`src/rtl/attn_pkg.sv`:
```
// Shared definitions for the attention engine and its stream driver.
// Holds the driver FSM state type, the feature count per vector and the
// byte/score widths used on the engine's Q/K and result ports.
package attn_pkg;

    localparam int FEAT_PER_KEY = 4;
    localparam int Q_W          = 8;
    localparam int EX_W         = 9;

    typedef enum logic [2:0] {
        ST_IDLE     = 3'd0,
        ST_SEND_Q   = 3'd1,
        ST_SEND_K   = 3'd2,
        ST_HOLD_K   = 3'd3,
        ST_SETTLE   = 3'd4,
        ST_WAIT_RES = 3'd5,
        ST_DONE     = 3'd6
    } drv_state_t;

    // Selects feature byte idx of a packed query vector (byte i = feature i).
    function automatic logic [Q_W-1:0] q_byte(input logic [FEAT_PER_KEY*Q_W-1:0] q,
                                              input logic [1:0]                 idx);
        return q[idx*Q_W +: Q_W];
    endfunction

endpackage

```
`src/rtl/attn_key_mem.sv`:
```
// Key vector register file: DEPTH x 8 bits, one synchronous write port and
// one asynchronous read port. Contents are not reset.
// Ports:
//   clk   - clock
//   we    - write strobe
//   waddr - write address (key*4+feature)
//   wdata - write data
//   raddr - read address
//   rdata - read data (combinational)
module attn_key_mem
    import attn_pkg::*;
#(
    parameter int DEPTH = 16,
    parameter int AW    = 4
) (
    input  logic           clk,
    input  logic           we,
    input  logic [AW-1:0]  waddr,
    input  logic [Q_W-1:0] wdata,
    input  logic [AW-1:0]  raddr,
    output logic [Q_W-1:0] rdata
);

    logic [Q_W-1:0] mem [DEPTH];

    // Write port; addresses beyond the populated depth are dropped.
    always_ff @(posedge clk) begin
        if (we && (int'(waddr) < DEPTH)) begin
            mem[waddr] <= wdata;
        end
    end

    assign rdata = mem[raddr];

endmodule

```
`src/rtl/attn_stream_driver.sv`:
```
// Master-side driver of the attention engine's byte stream input. Streams a
// latched query vector interleaved with each key vector (q0,k0,...,q3,k3 per
// key), waits for the engine to settle, collects one exp() score per key and
// accumulates the softmax denominator.
// Ports:
//   clk, rst                     - clock, asynchronous active-high reset
//   key_we/key_addr/key_data     - key memory write port (addr = key*4+feature)
//   start, q_vec                 - run request and query vector (latched on start)
//   busy                         - run in progress
//   tx_data/tx_vld/tx_rdy        - Q/K byte stream to the engine
//   rx_data/rx_vld/rx_rdy        - score stream from the engine
//   res_vld/res_idx/res_data     - per-key score report pulse
//   sum_out                      - running denominator
//   done                         - end-of-run pulse
// All outputs are registered.
module attn_stream_driver
    import attn_pkg::*;
#(
    parameter int NUM_KEYS = 4,
    parameter int SETTLE   = 3
) (
    input  logic                                 clk,
    input  logic                                 rst,
    input  logic                                 key_we,
    input  logic [$clog2(NUM_KEYS*4)-1:0]        key_addr,
    input  logic [7:0]                           key_data,
    input  logic                                 start,
    input  logic [31:0]                          q_vec,
    output logic                                 busy,
    output logic [7:0]                           tx_data,
    output logic                                 tx_vld,
    input  logic                                 tx_rdy,
    input  logic [8:0]                           rx_data,
    input  logic                                 rx_vld,
    output logic                                 rx_rdy,
    output logic                                 res_vld,
    output logic [$clog2(NUM_KEYS)-1:0]          res_idx,
    output logic [8:0]                           res_data,
    output logic [9+$clog2(NUM_KEYS)-1:0]        sum_out,
    output logic                                 done
);

    localparam int KW = $clog2(NUM_KEYS);
    localparam int AW = $clog2(NUM_KEYS*FEAT_PER_KEY);
    localparam int SW = EX_W + KW;
    localparam int CW = $clog2(SETTLE+1);
    localparam logic [KW-1:0] LAST_KEY = KW'(NUM_KEYS-1);

    drv_state_t      state, state_next;
    logic [KW-1:0]   key, key_next;
    logic [1:0]      feat, feat_next;
    logic [CW-1:0]   settle_cnt, settle_cnt_next;
    logic [31:0]     q_lat, q_lat_next;
    logic [Q_W-1:0]  key_rd;

    logic            busy_next, tx_vld_next, rx_rdy_next, res_vld_next, done_next;
    logic [Q_W-1:0]  tx_data_next;
    logic [KW-1:0]   res_idx_next;
    logic [EX_W-1:0] res_data_next;
    logic [SW-1:0]   sum_next;

    // Address of the key byte is simply {key, feat} since there are 4 features.
    attn_key_mem #(
        .DEPTH (NUM_KEYS*FEAT_PER_KEY),
        .AW    (AW)
    ) u_key_mem (
        .clk   (clk),
        .we    (key_we),
        .waddr (key_addr),
        .wdata (key_data),
        .raddr ({key, feat}),
        .rdata (key_rd)
    );

    // Next-state and next-output logic. Outputs are computed for the state
    // being entered, so the registered outputs line up with the state register.
    always_comb begin
        state_next      = state;
        key_next        = key;
        feat_next       = feat;
        settle_cnt_next = settle_cnt;
        q_lat_next      = q_lat;
        busy_next       = busy;
        tx_data_next    = 8'h00;
        tx_vld_next     = 1'b0;
        rx_rdy_next     = 1'b0;
        res_vld_next    = 1'b0;
        res_idx_next    = res_idx;
        res_data_next   = res_data;
        sum_next        = sum_out;
        done_next       = 1'b0;

        case (state)
            ST_IDLE: begin
                if (start) begin
                    state_next   = ST_SEND_Q;
                    q_lat_next   = q_vec;
                    sum_next     = '0;
                    key_next     = '0;
                    feat_next    = 2'd0;
                    busy_next    = 1'b1;
                    tx_data_next = q_byte(q_vec, 2'd0);
                    tx_vld_next  = 1'b1;
                end else begin
                    busy_next    = 1'b0;
                end
            end
            ST_SEND_Q: begin
                if (tx_vld && tx_rdy) begin
                    // Key byte is fetched here, so a write landing earlier is seen.
                    state_next   = ST_SEND_K;
                    tx_data_next = key_rd;
                    tx_vld_next  = 1'b1;
                end else begin
                    tx_data_next = tx_data;
                    tx_vld_next  = 1'b1;
                end
            end
            ST_SEND_K: begin
                // Single-cycle valid; the engine samples without a handshake.
                state_next   = ST_HOLD_K;
                tx_data_next = tx_data;
            end
            ST_HOLD_K: begin
                if (feat == 2'd3) begin
                    feat_next       = 2'd0;
                    settle_cnt_next = CW'(SETTLE-1);
                    state_next      = ST_SETTLE;
                end else begin
                    feat_next    = feat + 2'd1;
                    state_next   = ST_SEND_Q;
                    tx_data_next = q_byte(q_lat, feat + 2'd1);
                    tx_vld_next  = 1'b1;
                end
            end
            ST_SETTLE: begin
                // Scores arriving here are stale and are not acknowledged.
                if (settle_cnt == CW'(0)) begin
                    state_next  = ST_WAIT_RES;
                    rx_rdy_next = 1'b1;
                end else begin
                    settle_cnt_next = settle_cnt - CW'(1);
                end
            end
            ST_WAIT_RES: begin
                if (rx_vld && rx_rdy) begin
                    res_vld_next  = 1'b1;
                    res_idx_next  = key;
                    res_data_next = rx_data;
                    sum_next      = sum_out + SW'(rx_data);
                    if (key == LAST_KEY) begin
                        state_next = ST_DONE;
                        done_next  = 1'b1;
                        busy_next  = 1'b0;
                    end else begin
                        key_next     = key + KW'(1);
                        state_next   = ST_SEND_Q;
                        tx_data_next = q_byte(q_lat, 2'd0);
                        tx_vld_next  = 1'b1;
                    end
                end else begin
                    rx_rdy_next = 1'b1;
                end
            end
            ST_DONE: begin
                state_next = ST_IDLE;
                busy_next  = 1'b0;
            end
            default: begin
                state_next = ST_IDLE;
                busy_next  = 1'b0;
            end
        endcase
    end

    // State, counters and registered outputs.
    always_ff @(posedge clk or posedge rst) begin
        if (rst) begin
            state      <= ST_IDLE;
            key        <= '0;
            feat       <= 2'd0;
            settle_cnt <= '0;
            q_lat      <= 32'h0;
            busy       <= 1'b0;
            tx_data    <= 8'h00;
            tx_vld     <= 1'b0;
            rx_rdy     <= 1'b0;
            res_vld    <= 1'b0;
            res_idx    <= '0;
            res_data   <= 9'h000;
            sum_out    <= '0;
            done       <= 1'b0;
        end else begin
            state      <= state_next;
            key        <= key_next;
            feat       <= feat_next;
            settle_cnt <= settle_cnt_next;
            q_lat      <= q_lat_next;
            busy       <= busy_next;
            tx_data    <= tx_data_next;
            tx_vld     <= tx_vld_next;
            rx_rdy     <= rx_rdy_next;
            res_vld    <= res_vld_next;
            res_idx    <= res_idx_next;
            res_data   <= res_data_next;
            sum_out    <= sum_next;
            done       <= done_next;
        end
    end

endmodule

```
`config.mk`:
```
export PLATFORM = sky130hd
export DESIGN_NAME = attn_stream_driver
export DESIGN_NICKNAME = d
export VERILOG_FILES = /design/src/rtl/attn_pkg.sv /design/src/rtl/attn_key_mem.sv /design/src/rtl/attn_stream_driver.sv
export SDC_FILE = /design/constraint.sdc
export NUM_CORES = 1
export LEC_CHECK = 0
export CAP_MARGIN = 20
export CORE_UTILIZATION = 51
export CTS_CLUSTER_DIAMETER = 40
export DETAILED_ROUTE_END_ITERATION = 8
export GPL_TIMING_DRIVEN = 0
export PLACE_DENSITY_LB_ADDON = 0.12
export SLEW_MARGIN = 5
export SYNTH_ARGS = -nofsm -noshare
export SYNTH_HDL_FRONTEND = slang
export SYNTH_SLANG_ARGS = --single-unit
```
`constraint.sdc`:
```
create_clock -name clk -period 2.45 [get_ports clk]
set_input_delay 0.3675 -clock clk [delete_from_list [all_inputs] [get_ports clk]]
set_output_delay 0.3675 -clock clk [all_outputs]
set_load 0.01 [all_outputs]
```
==> flow_summary.ini <==
[sta]
worst_pin_slew_ps = 862
fmax_mhz = 455
fin_tns_setup_ps = 0
timing.final.ws_setup_ps = 250
finalClockSkew_ps = 7.76
min_period_over_period_pct = 89.8
slew_viol_final = 0
setup_violations = 0
relSlewSlack_pct = 42.0
finalHoldViolations = 0
rsz0062_at_grt = no
period_needed_ps = 2200

[synth]
synth-seq-area-share_pct = 65.1
synthArstFlopShare_pct = 37.3
synth_cells = 639
ys_seq_elements = 204
synth_cell_types = 54
yosys_warnings = 0
syn_area_sq_um = 8830
synth_edf_count = 128
synth.net_count = 711
synth.avg_cell_area_sq_um = 13.8
ys.flop_type = edfxtp_1

[die]
die_h_microns = 134
die_area_sq_um = 17800
start_util_pct = 52.7
num_rows = 47
coreArea_sq_um = 16800
die_w_microns = 134
io_pins = 94

[placed_design]
gp_congestion = 0.846
hpwlAfterDp_microns = 13300
place_area_sq_um = 10100
io_buffers = 93
pre_cts_ws_ps = -161

[global_routing]
met1_usage_pct = 31.2
grt_max_degree = 50
grt_use_met2_pct = 37.9
antenna_found_initial = 0
top_usage_layer = met2
overflow = 0
first_global_vias = 5803
grt_usage_pct = 22.9
grt_pass1_wl_microns = 31300
grtUsageMet3_pct = 3.84

[cts]
ctsResizeCount = 0
cts_tree = built
clock_path_buffers = 3
cts.sinks = 204
clk_latency_ps = 520
cts_setup_buffers = 0
cts_htree_levels = 1
clk_pin_slew_ps = 50
root_buffer = clkbuf_16
numCtsBuffers = 31
hold_buffers = 0

[critical_path]
slowest_stage = fa_1
timing_worst_setup_path_type = flip-flop to flip-flop
critPathCaptureType = flip-flop
start_kind = flip-flop
r2r_cells = 7
worstPathRequired_ps = 2840
cp_slowest_stage_delay_ps = 440
crit_fanout = 3
worstPathArrival_ps = 2590
cpMostUsedCell = o21ai_1
crit_chain = ha_1 -> fa_1 -> a211oi_1 -> o21ai_1 -> a31oi_1 -> xor2_1 -> o21ai_1

[drt]
post-route-drc-count = 0
final_antenna_net_count = 0
vias = 5735
wl_per_cell_microns = 19.3
avgViaCountPerCell = 5.66
wl_microns = 19600
drt-pass1-iter-count = 5
drt_iter0_drc = 427

[layout]
n_antenna_cell = 0
area_delta_synth_final_pct = 26.0
layout.nets = 842
fin_area_sq_um = 11100
drive_gt1_share_pct = 16.3

[pwr]
vdd_drop_max_mv = 0.604
totalPowerFinal_mw = 11.2
power_density_nw_per_um2 = 1000
p_leak_nw = 4.33

[run]
cap_viol_max_count = 0

[min_path]
hp-class = primary input to async pin

[run_status]
status = completed
[layout by cell type, fill, tap and decap left out, types with 7 or more instances in the layout]
cell	synthesis	final
clkbuf_16	0	31
nor3_1	11	11
buf_2	15	15
mux4_1	11	11
ha_1	12	12
nand3_1	13	13
a21oi_1	14	14
clkinv_2	0	8
clkdlybuf4s50_1	0	93
dfrtp_1	76	76
a22oi_1	12	12
nor2_1	25	25
clkbuf_1	9	11
edfxtp_1	128	128
inv_1	8	7
o21ai_0	9	9
nand4_1	10	10
mux2_2	9	9
mux4_2	29	29
o21ai_1	12	12
nand2_1	166	166
[state kept, by name, indices dropped and copies added, names as in the netlist, 2 cells and up]
name and flops:
settle_cnt 2, u_key_mem.mem 128, q_lat 32, feat 2
res_data 9, tx_data 8, key 2, res_idx 2
sum_out 11, state 3
[where the power goes]
part / internal, mW / total [mW] / leakage [nW] / switching, mW
Sequential: 4.11 / 4.39 / 2.14 / 0.288
Clock: 2.74 / 4.27 / 0.496 / 1.53
Combinational: 1.17 / 2.51 / 1.69 / 1.34
[layer usage]
metal / vias to the layer above / share of wire, %
met1: 2835 / 43
met5: - / 0
met4: 0 / 2.9
li1: 2655 / -
met3: 47 / 5.4
met2: 198 / 48
[per-stage QoR]
stage	hold slack, ps	std cells	util (%)
5_1_grt	226	1013	66.4
6_report	188	1013	66.4
3_5_place_dp	465	957	60.2
2_1_floorplan	440	639	-
4_1_cts	193	1013	66.4
3_3_place_gp	454	952	59.9
[worst max-delay path, delay by kind of cell, from the launching register on]
family	cells	cell delay (ps)
XOR/XNOR	1	170
flip-flops	1	380
adder cells (fa/ha/maj)	2	670
AO/OA/AOI/OAI	4	850
[area by class of cell]
cell class	count	area, sq um
buffer	31	176
clock buffer	37	838
clock inverter	19	193
fill	1178	5640
inverter	10	40.0
multi-input combinational	394	2870
sequential	204	5750
tap	220	275
timing repair buffer	98	988
[worst paths after layout]
kind | to | slack, ps | startpoint
max in group asynchronous | res_data[1]$_DFFE_PP0P_ | 1680 | rst
worst max-delay path | sum_out[8]$_DFFE_PP0P_ | 250 | sum_out[0]$_DFFE_PP0P_
worst min register to register | res_data[7]$_DFFE_PP0P_ | 470 | res_data[7]$_DFFE_PP0P_
worst min-delay path | q_lat[12]$_DFFE_PP0P_ | 190 | rst
min in group clk | q_lat[14]$_DFFE_PP0P_ | 380 | q_vec[14]
worst max register to register | sum_out[8]$_DFFE_PP0P_ | 250 | sum_out[0]$_DFFE_PP0P_
[synthesized netlist by cell type (10+ instances only)]
cell type	count	area, sq um
a21oi_1	14	70.1
a22oi_1	12	90.1
buf_2	15	75.1
dfrtp_1	76	1900
edfxtp_1	128	3840
ha_1	12	150
mux4_1	11	289
mux4_2	29	653
nand2_1	166	623
nand3_1	13	65.1
nand4_1	10	62.6
nor2_1	25	93.8
nor3_1	11	55.1
o21ai_1	12	60.1
[kinds of logic after synthesis]
logic type | Yosys count | share of synthesized area [%]
xor+xnor | 6 | 0.595
simple gates | 252 | 12.5
buf+inv | 41 | 2.42
mux | 53 | 12.3
compound gates | 70 | 5.17
flops | 204 | 65.1
fa+ha+maj | 13 | 1.93
Note: power is estimated with default switching activity, not from simulation.
